File: src/rtl/snn_aer_pkg.sv
// ============================================================================
//  Module      : snn_aer_pkg
//  Description : Shared AER event definitions for the spiking-neuron fabric.
//  Revision    : 1.0 - initial release
// ============================================================================
`default_nettype none

package snn_aer_pkg;

  // Default event layout: {sign, index}, sign sits just above the index field
  localparam int AER_IDX_W_DFLT = 3;

  localparam logic SIGN_POS = 1'b1;
  localparam logic SIGN_NEG = 1'b0;

  typedef enum logic [0:0] {
    ST_IDLE = 1'b0,
    ST_SEND = 1'b1
  } aer_state_t;

endpackage

`default_nettype wire

File: src/rtl/rr_pick.sv
// ============================================================================
//  Module      : rr_pick
//  Description : Combinational round-robin find-first-set starting at i_ptr.
//  Revision    : 1.0 - initial release
// ============================================================================
`default_nettype none

module rr_pick #(
  parameter int N     = 8,
  parameter int IDX_W = 3
) (
  input  logic [N-1:0]     i_req,
  input  logic [IDX_W-1:0] i_ptr,
  output logic [IDX_W-1:0] o_win,
  output logic             o_any
);

  function automatic int wrap_idx(input int base, input int off);
    int s;
    s = base + off;
    return (s >= N) ? (s - N) : s;
  endfunction

  // Walk offsets from farthest to nearest so the nearest request wins last
  always_comb begin
    o_any = 1'b0;
    o_win = '0;
    for (int k = N - 1; k >= 0; k--) begin
      if (i_req[wrap_idx(int'(i_ptr), k)]) begin
        o_any = 1'b1;
        o_win = IDX_W'(wrap_idx(int'(i_ptr), k));
      end
    end
  end

endmodule

`default_nettype wire

File: src/rtl/spike_aer_arbiter.sv
// ============================================================================
//  Module      : spike_aer_arbiter
//  Description : Round-robin serializer of neuron spikes into an AER stream.
//  Revision    : 1.0 - initial release
// ============================================================================
`default_nettype none

module spike_aer_arbiter
  import snn_aer_pkg::*;
#(
  parameter int N_NEURONS = 8,
  parameter int IDX_W     = AER_IDX_W_DFLT,
  parameter int DROP_W    = 8
) (
  input  logic                 clk,
  input  logic                 rst,
  input  logic [N_NEURONS-1:0] pos_spk,
  input  logic [N_NEURONS-1:0] neg_spk,
  output logic                 aer_valid,
  input  logic                 aer_ready,
  output logic [IDX_W-1:0]     aer_addr,
  output logic                 aer_sign,
  output logic [N_NEURONS-1:0] pending,
  output logic                 drop_pulse,
  output logic [DROP_W-1:0]    drop_cnt
);

  localparam int CNT_W = $clog2(2 * N_NEURONS + 1);
  localparam int SUM_W = DROP_W + CNT_W;
  localparam logic [DROP_W-1:0] C_DROP_MAX = '1;

  aer_state_t             r_state;
  logic [IDX_W-1:0]       r_addr;
  logic                   r_sign;
  logic [N_NEURONS-1:0]   r_pending;
  logic [N_NEURONS-1:0]   r_pend_sign;
  logic                   r_drop_pulse;
  logic [DROP_W-1:0]      r_drop_cnt;
  logic [IDX_W-1:0]       r_rr_ptr;

  logic                   w_any;
  logic [IDX_W-1:0]       w_win;
  logic                   w_load;
  logic [N_NEURONS-1:0]   w_load_vec;
  logic [N_NEURONS-1:0]   w_cap;
  logic [N_NEURONS-1:0]   w_cap_sign;
  logic [CNT_W-1:0]       w_drops;
  logic [SUM_W-1:0]       w_sum;
  logic [DROP_W-1:0]      w_drop_cnt_nxt;

  rr_pick #(
    .N     (N_NEURONS),
    .IDX_W (IDX_W)
  ) u_rr_pick (
    .i_req (r_pending),
    .i_ptr (r_rr_ptr),
    .o_win (w_win),
    .o_any (w_any)
  );

  // A slot being handed to the output register this edge is free for capture
  always_comb begin
    w_load     = w_any && ((r_state == ST_IDLE) || aer_ready);
    w_load_vec = '0;
    if (w_load) w_load_vec[w_win] = 1'b1;
    w_cap      = '0;
    w_cap_sign = '0;
    w_drops    = '0;
    for (int i = 0; i < N_NEURONS; i++) begin
      if (!r_pending[i] || w_load_vec[i]) begin
        w_cap[i] = pos_spk[i] | neg_spk[i];
        w_drops  = w_drops + CNT_W'(pos_spk[i] & neg_spk[i]);
      end else begin
        w_drops  = w_drops + CNT_W'(pos_spk[i]) + CNT_W'(neg_spk[i]);
      end
      w_cap_sign[i] = pos_spk[i] ? SIGN_POS : SIGN_NEG;
    end
    w_sum          = SUM_W'(r_drop_cnt) + SUM_W'(w_drops);
    w_drop_cnt_nxt = (w_sum > SUM_W'(C_DROP_MAX)) ? C_DROP_MAX : w_sum[DROP_W-1:0];
  end

  always_ff @(posedge clk) begin
    if (rst) begin
      r_state      <= ST_IDLE;
      r_addr       <= '0;
      r_sign       <= 1'b0;
      r_pending    <= '0;
      r_pend_sign  <= '0;
      r_drop_pulse <= 1'b0;
      r_drop_cnt   <= '0;
      r_rr_ptr     <= '0;
    end else begin
      r_pending    <= (r_pending & ~w_load_vec) | w_cap;
      r_pend_sign  <= (r_pend_sign & ~w_cap) | (w_cap_sign & w_cap);
      r_drop_pulse <= |w_drops;
      r_drop_cnt   <= w_drop_cnt_nxt;
      if (w_load) begin
        r_state  <= ST_SEND;
        r_addr   <= w_win;
        r_sign   <= r_pend_sign[w_win];
        r_rr_ptr <= (w_win == IDX_W'(N_NEURONS - 1)) ? '0 : w_win + 1'b1;
      end else if ((r_state == ST_SEND) && aer_ready) begin
        r_state <= ST_IDLE;
      end
    end
  end

  assign aer_valid  = (r_state == ST_SEND);
  assign aer_addr   = r_addr;
  assign aer_sign   = r_sign;
  assign pending    = r_pending;
  assign drop_pulse = r_drop_pulse;
  assign drop_cnt   = r_drop_cnt;

endmodule

`default_nettype wire

File: config.mk
export PLATFORM = sky130hd
export DESIGN_NAME = spike_aer_arbiter
export DESIGN_NICKNAME = d
export VERILOG_FILES = /design/src/rtl/snn_aer_pkg.sv /design/src/rtl/rr_pick.sv /design/src/rtl/spike_aer_arbiter.sv
export SDC_FILE = /design/constraint.sdc
export NUM_CORES = 1
export LEC_CHECK = 0
export BUFFER_PORTS_ARGS = -buffer_cell sky130_fd_sc_hd__buf_2
export CORE_ASPECT_RATIO = 2
export CORE_MARGIN = 2
export CORE_UTILIZATION = 46
export DETAILED_ROUTE_END_ITERATION = 7
export MAX_ROUTING_LAYER = met4
export PLACE_DENSITY = 0.65
export SYNTH_ARGS = -nofsm -noshare
export SYNTH_HDL_FRONTEND = slang
export SYNTH_SLANG_ARGS = --single-unit
File: constraint.sdc
create_clock -name clk -period 14.4 [get_ports clk]
set_clock_uncertainty 0.2 [all_clocks]
set_input_delay 2.88 -clock clk [delete_from_list [all_inputs] [get_ports clk]]
set_output_delay 2.88 -clock clk [all_outputs]
set_load 0.01 [all_outputs]
==> results of run 1 <==
[per-layer routing]
layer | GRT usage | wire length, um | vias to the layer above
li1 | - | - | 1549
met1 | 0.197 | 2930 | 1533
met2 | 0.444 | 5520 | 46
met3 | 0.0205 | 135 | 20
met4 | 0.100 | 313 | 0
met5 | - | 0 | -
[final cells by class]
cell class / instances / share of cell area
Inverter: 44 / 0.0410
Tap cell: 96 / 0.0294
Multi-Input combinational cell: 317 / 0.682
Clock inverter: 3 / 0.00428
Timing Repair Buffer: 41 / 0.0508
Clock buffer: 5 / 0.0306
Sequential cell: 33 / 0.162
[cells in the mapped netlist (9+ instances only)]
master	n
inv_1	41
mux2i_1	24
xnor2_1	10
mux4_2	15
nand3_1	9
a21o_1	11
a31oi_1	9
mux2_2	15
nand2_1	28
dfxtp_1	33
a22oi_1	9
a21oi_1	24
o21ai_0	10
ha_1	33
nor2_1	49
[worst max-delay path by stage]
stage	from	endpoint	slack, ns	cells past startpoint
floorplan	aer_ready	drop_cnt[1]	3.44	42
global placement	r_rr_ptr[0]	drop_cnt[1]	2.18	47
detailed placement	r_rr_ptr[0]	drop_cnt[1]	1.97	47
CTS	r_rr_ptr[0]	drop_cnt[1]	1.93	47
global route	r_rr_ptr[0]	drop_cnt[1]	1.12	47
finish	r_rr_ptr[0]	drop_cnt[1]	2.00	47
[cells by family after synthesis]
| family | share of synthesized area |
|---|---|
| xor gates and xnor gates | 0.0407 |
| buffers and inverters | 0.0803 |
| adders and majority gates | 0.153 |
| DFF | 0.176 |
| and+or+nand+nor | 0.136 |
| AOI/OAI and AO/OA | 0.195 |
| muxes | 0.219 |
[per-stage QoR]
stage | hold WS (ns) | power (mW) | instances | instance area (um2) | worst slack, ns
floorplan | 0.259 | 0.884 | 417 | 3750 | 3.44
global placement | 0.269 | 1.03 | 531 | 3950 | 2.18
detailed placement | 0.270 | 1.05 | 531 | 3950 | 1.97
CTS | 0.283 | 1.16 | 539 | 4090 | 1.93
global route | 0.306 | 1.27 | 539 | 4090 | 1.12
finish | 0.278 | 1.15 | 539 | 4090 | 2.00
[tightest hold or removal path, cell delays in order (launching register included)]
cell     delay [ns]
dfxtp_1        0.32
a21oi_1        0.06
nor2_1         0.07
[power breakdown]
part,switching [mW],internal (mW),leakage [nW]
Clock,0.0386,0.0633,0.0696
Combinational,0.493,0.400,1.65
Sequential,0.0375,0.115,0.274
Total,0.569,0.578,1.99
==> impl_metrics.csv, run 1 <==
group,metric,value,unit
timing,rsz0062_at_grt,"false",
cells_and_area,final_nets,502,
routing,routedWlPerCell,16.5,um
logic_synthesis,synth_edf_count,0,
timing,tightestPinTransition,0.975,ns
logic_synthesis,ys_ff_latch,33,
power,pwr_density_cell,280,mW/mm2
grt,grt_pass1_wl,15100,um
routing,routed_wl,8900,um
clock_tree,clockBufferDepth,2,
timing,fin_tns_setup,0,ns
logic_synthesis,yosysTopAreaCell,"dfxtp_1",
floorplan,start_util,0.473,
worst_setup_path,r2r-end,"drop_cnt[1]",
worst_setup_path,reg2reg_slack,2.00,ns
worst_setup_path,worstSetupStartpointType,"flip-flop",
logic_synthesis,yosysSeqAreaShare,0.176,
worst_setup_path,worstSetupPathType,"reg2reg",
grt,antenna_found_initial,0,
grt,grt_max_degree,32,
worst_setup_path,critPathMaxStageDelay,0.87,ns
routing,first_pass_iters,4,
placed_design,dpl.hpwl,7230,um
worst_setup_path,worst-r2r-cell-count,47,
floorplan,core,0.00794,mm2
job,drv_cap,0,
clock_tree,cts_made_buffers,5,
logic_synthesis,syn_avg_cell_area,9.00,um2
worst_setup_path,timing.critical_path.buf_inv,10,
logic_synthesis,syn_area,0.00375,mm2
logic_synthesis,synth_nets,477,
worst_setup_path,crit_arrival,12.41,ns
floorplan,num_rows,46,
worst_setup_path,r2r-start,"r_rr_ptr[0]",
floorplan,die-area,0.00894,mm2
clock_tree,cts_setup_buffers,0,
logic_synthesis,async_flop_share,0,
logic_synthesis,synth.distinct_cells,61,
logic_synthesis,netlist.area_leader.share,0.176,
logic_synthesis,syn_inst,417,
cells_and_area,multi_input_area,0.00279,mm2
min_path,min_path_cells,2,
worst_setup_path,crit_path_end_kind,"flip-flop",
timing,finalSetupViolations,0,
min_path,hold_end,"aer_addr[1]",
clock_tree,clk_latency,0.28,ns
cells_and_area,area_delta_synth_final,8.97,%
floorplan,die_y,132,um
grt,grt_pass1_vias,3343,
outcome,status,"complete, no violations",
routing,drt_iter0_markers,128,
cells_and_area,ff_latch_area,661,um2
timing,hold_violations,0,
placed_design,gp_congestion,0.835,
worst_setup_path,cp.required,14.40,ns
clock_tree,ctsHoldBuffers,0,
clock_tree,ctsResizeCount,0,
timing,period_share,0.861,
worst_setup_path,crit_fanout,16,
cells_and_area,mostFrequentLayoutCells,"49 x nor2_1, 41 x inv_1, 40 x buf_2",
timing,final_max_slew_viol_count,0,
logic_synthesis,synth_area_leaders,"dfxtp_1 18%, ha_1 11%, mux4_2 9.0%",
cells_and_area,insertedDiodeCount,0,
routing,ant_nets,0,
timing,relSlewSlack,0.349,
routing,drc_errors,0,
grt,grt.total_usage,0.225,
floorplan,die_x,67.9,um
timing,fmaxAchievable,80.6,MHz
power,leakage,1.99,nW
worst_setup_path,cp_top_family,"adder cells",
worst_setup_path,slowest_stage,"dfxtp_1",
power,irDropWorstVdd,230,uV
cells_and_area,drive_above_1_share,0.217,
cells_and_area,final_core_util,0.515,
clock_tree,cts_tree,"yes",
grt,grt_overflow,0,
worst_setup_path,crit_top_cell,"inv_1",
routing,dr_total_vias,3148,
routing,avgViaCountPerCell,5.84,
timing,period_minus_slack,12.40,ns
min_path,hold_class,"reg2reg",
clock_tree,clk_root_buffer_cell,"clkbuf_16",
floorplan,io_pins,41,
min_path,min-delay-start,"aer_addr[1]",
logic_synthesis,ys_warn_count,0,
placed_design,port_buffers,40,
cells_and_area,fillCellCount,771,
cells_and_area,layout_commonest_cell,"nor2_1",
logic_synthesis,synth-main-ff-cell,"dfxtp_1",
clock_tree,clk_pin_slew,0.05,ns
clock_tree,cts_sinks,33,
clock_tree,cts_max_level,2,
No activity file was read; power rests on OpenSTA's default activity.
==> run 2: changes to the inputs <==
- PLACE_DENSITY: 0.65 -> 0.64
==> impl_metrics.csv, run 2 (synthesized netlist as in run 1, its figures left out) <==
group,metric,value,unit
worst_setup_path,worstSetupStartpointType,"flip-flop",
worst_setup_path,crit_top_cell,"inv_1",
grt,grt_overflow,0,
cells_and_area,fillCellCount,793,
power,irDropWorstVdd,246,uV
placed_design,port_buffers,40,
worst_setup_path,crit_arrival,12.37,ns
clock_tree,clk_pin_slew,0.05,ns
timing,period_share,0.863,
routing,ant_nets,0,
worst_setup_path,worst-r2r-cell-count,47,
clock_tree,cts_setup_buffers,0,
clock_tree,clockBufferDepth,2,
floorplan,die-area,0.00894,mm2
routing,avgViaCountPerCell,5.85,
placed_design,placed_cells,531,
worst_setup_path,cp_top_family,"adder cells",
timing,period_minus_slack,12.43,ns
routing,drc_errors,0,
timing,tightestPinTransition,0.910,ns
routing,routed_wl,9140,um
cells_and_area,design_area,0.00411,mm2
worst_setup_path,r2r-start,"r_rr_ptr[0]",
timing,finalWorstSetupSlack,1.97,ns
routing,routedWlPerCell,17.0,um
cells_and_area,final_core_util,0.517,
worst_setup_path,startpoint,"r_rr_ptr[0]",
cells_and_area,mostFrequentLayoutCells,"49 x nor2_1, 41 x inv_1, 40 x buf_2",
job,drv_cap,0,
floorplan,die_y,132,um
placed_design,gp_congestion,0.832,
timing,hold_violations,0,
clock_tree,ctsHoldBuffers,0,
grt,grt.total_usage,0.230,
worst_setup_path,r2r-end,"drop_cnt[5]",
worst_setup_path,crit_fanout,16,
timing,relSlewSlack,0.386,
timing,fmaxAchievable,80.5,MHz
power,pwr_density_cell,284,mW/mm2
timing,rsz0062_at_grt,"false",
floorplan,io_pins,41,
floorplan,num_rows,46,
cells_and_area,drive_above_1_share,0.217,
placed_design,place_ws,1.98,ns
power,leakage,2.00,nW
min_path,hold_class,"reg2reg",
timing,fin_hold_ws,0.298,ns
grt,antenna_found_initial,0,
cells_and_area,final_cells,539,
routing,dr_total_vias,3153,
clock_tree,cts_max_level,2,
grt,grt_max_degree,32,
floorplan,core,0.00794,mm2
cells_and_area,area_delta_synth_final,9.37,%
clock_tree,cts_made_buffers,5,
clock_tree,cts_tree,"yes",
timing,finalSetupViolations,0,
worst_setup_path,cp.required,14.34,ns
routing,drt_iter0_markers,185,
worst_setup_path,reg2reg_slack,1.97,ns
clock_tree,clk_latency,0.28,ns
min_path,hold_end,"aer_valid",
grt,grt_pass1_vias,3315,
cells_and_area,layout_commonest_cell,"nor2_1",
worst_setup_path,slowest_stage,"dfxtp_1",
worst_setup_path,crit_path_end_kind,"flip-flop",
clock_tree,clk_root_buffer_cell,"clkbuf_16",
placed_design,dpl.hpwl,7420,um
cells_and_area,final_nets,502,
min_path,min-delay-start,"aer_valid",
cells_and_area,insertedDiodeCount,0,
grt,grt_pass1_wl,15400,um
timing,fin_tns_setup,0,ns
worst_setup_path,worstSetupPathType,"reg2reg",
min_path,min_path_cells,2,
placed_design,dpl-instance-area,0.00395,mm2
power,finalPower,1.16,mW
worst_setup_path,timing.critical_path.buf_inv,10,
routing,first_pass_iters,4,
floorplan,die_x,67.9,um
worst_setup_path,critPathMaxStageDelay,0.88,ns
clock_tree,ctsResizeCount,0,
timing,final_max_slew_viol_count,0,
clock_tree,cts_sinks,33,
outcome,status,"complete, no violations",
floorplan,start_util,0.473,
-- run 2: changes by cell type in the layout (fill, tap and decap cells not counted) --
cell	change
clkinv_2	-1
clkinvlp_4	-1
clkbuf_8	+2
-- run 2: per-layer routing --
layer,GRT usage,vias up,wire length [um]
met4,0.0911,0,229
met1,0.209,1537,3100
met3,0.0222,16,188
li1,-,1544,-
met5,-,-,0
met2,0.453,56,5620
-- run 2: tightest hold or removal path, stage by stage, from the launching register on --
cell and delay [ns]:
dfxtp_1 0.30, nand2b_1 0.08, a21oi_1 0.06
-- run 2: worst max-delay path by stage --
stage	slack (ns)	cells past startpoint	endpoint
global placement	2.22	47	drop_cnt[5]
global route	1.10	47	drop_cnt[5]
finish	1.97	47	drop_cnt[5]
floorplan	3.44	42	drop_cnt[1]
CTS	1.94	47	drop_cnt[5]
detailed placement	1.98	47	drop_cnt[5]
-- run 2: area by class of cell --
type	count	area [um2]	share of cell area
multi-input combinational	317	2790	0.680
sequential	33	661	0.161
timing repair buffer	41	208	0.0506
inverter	44	168	0.0408
clock buffer	7	153	0.0372
tap	96	120	0.0293
clock inverter	1	5.00	0.00122
-- run 2: power by group --
| group | internal [mW] | switching (mW) |
|---|---|---|
| Sequential | 0.115 | 0.0374 |
| Clock | 0.0732 | 0.0413 |
| Combinational | 0.401 | 0.497 |
| Total | 0.589 | 0.576 |
==> run 3: changes to the inputs <==
- PLACE_DENSITY: 0.64 -> 0.67
- clock period: 14.4 -> 10.4 ns (I/O delays scaled with it)
==> impl_metrics.csv, run 3 (synthesized netlist as in run 1, its figures left out) <==
group,metric,value,unit
timing,fin_hold_ws,0.294,ns
worst_setup_path,slowest_stage,"mux4_2",
worst_setup_path,critPathMaxStageDelay,0.54,ns
cells_and_area,area_delta_synth_final,19.1,%
clock_tree,clockBufferDepth,2,
worst_setup_path,worstSetupStartpointType,"flip-flop",
cells_and_area,final_nets,529,
cells_and_area,ff_latch_area,664,um2
cells_and_area,mostFrequentLayoutCells,"48 x nor2_1, 40 x buf_2, 36 x inv_1",
timing,tightestPinTransition,0.989,ns
clock_tree,ctsHoldBuffers,0,
routing,dr_total_vias,3283,
placed_design,dpl.hpwl,7650,um
timing,final_max_slew_viol_count,0,
clock_tree,cts_made_buffers,5,
cells_and_area,insertedDiodeCount,0,
worst_setup_path,worstSetupPathType,"reg2reg",
grt,grt_max_degree,32,
clock_tree,clk_root_buffer_cell,"clkbuf_16",
timing,relSlewSlack,0.333,
cells_and_area,drive_above_1_share,0.321,
routing,drc_errors,0,
outcome,status,"complete, no violations",
floorplan,core,0.00794,mm2
grt,grt_pass1_vias,3417,
clock_tree,cts_tree,"yes",
worst_setup_path,reg2reg_slack,0.44,ns
clock_tree,cts_max_level,2,
floorplan,num_rows,46,
worst_setup_path,crit_path_end_kind,"flip-flop",
worst_setup_path,timing.critical_path.buf_inv,12,
floorplan,io_pins,41,
cells_and_area,layout_commonest_cell,"nor2_1",
job,drv_cap,0,
routing,routedWlPerCell,16.9,um
clock_tree,clk_pin_slew,0.06,ns
grt,grt_pass1_wl,15700,um
placed_design,port_buffers,40,
grt,grt_overflow,0,
routing,avgViaCountPerCell,5.80,
clock_tree,cts_sinks,33,
worst_setup_path,cp_top_family,"adder cells",
grt,grt.total_usage,0.235,
routing,routed_wl,9580,um
timing,period_share,0.958,
cells_and_area,fillCellCount,738,
routing,first_pass_iters,4,
timing,fmaxAchievable,100,MHz
cells_and_area,multi_input_area,0.00295,mm2
timing,hold_violations,0,
floorplan,die_x,67.9,um
timing,finalSetupViolations,0,
routing,drt_iter0_markers,169,
grt,antenna_found_initial,0,
floorplan,die_y,132,um
placed_design,gp_congestion,0.858,
worst_setup_path,crit_fanout,8,
clock_tree,clk_latency,0.28,ns
floorplan,start_util,0.473,
floorplan,die-area,0.00894,mm2
timing,period_minus_slack,9.96,ns
routing,ant_nets,0,
worst_setup_path,cp.required,10.40,ns
min_path,hold_class,"reg2reg",
worst_setup_path,crit_arrival,9.97,ns
-- run 3: worst paths after layout --
kind,start,endpoint,cells past startpoint
hold / removal,aer_addr[2],aer_addr[2],2
setup / recovery,r_rr_ptr[0],drop_cnt[5],49
setup reg to reg,r_rr_ptr[0],drop_cnt[5],49
hold reg to reg,aer_addr[2],aer_addr[2],2
-- run 3: metal layers --
layer	share of wire	wire, um	vias to the layer above	track usage
li1	-	-	1604	-
met1	0.32	3100	1585	0.202
met2	0.60	5770	62	0.458
met3	0.022	215	32	0.0299
met4	0.052	501	0	0.117
met5	0	0	-	-
-- run 3: layout make-up --
class                           count  area share
Clock buffer                        5      0.0280
Clock inverter                      3     0.00392
Inverter                           44      0.0381
Multi-Input combinational cell    317       0.659
Sequential cell                    33       0.149
Tap cell                           96      0.0269
Timing Repair Buffer               68      0.0952
-- run 3: metrics by stage --
| stage | worst slack [ns] | utilization | cell area [um2] | TNS (ns) | std cells |
|---|---|---|---|---|---|
| after detailed placement | -0.129 | 0.516 | 4100 | -0.666 | 548 |
| after global routing | -0.0302 | 0.563 | 4470 | -0.164 | 566 |
| after global placement | 0.0860 | 0.516 | 4100 | 0 | 548 |
| final | 0.437 | 0.563 | 4470 | 0 | 566 |
| after CTS | 0.0258 | 0.543 | 4310 | 0 | 559 |
| after floorplan | 0.0000400 | - | 3780 | 0 | 417 |
-- run 3: what timing repair did --
action | in CTS | in global routing
resized for setup | 11 | 29
pin swaps | 3 | 17
setup endpoints to repair | 8 | 8
buffers inserted | 3 | 7
-- run 3: tightest hold or removal path, delay by kind of cell (launching register included) --
family | cells | cell delay, ns
flip-flops | 1 | 0.32
AND/OR/NAND/NOR | 1 | 0.07
AO/OA/AOI/OAI | 1 | 0.06
Power of run 3 is not shown: default switching activity piles up to over one toggle a cycle in this logic, so the estimate is an artifact.
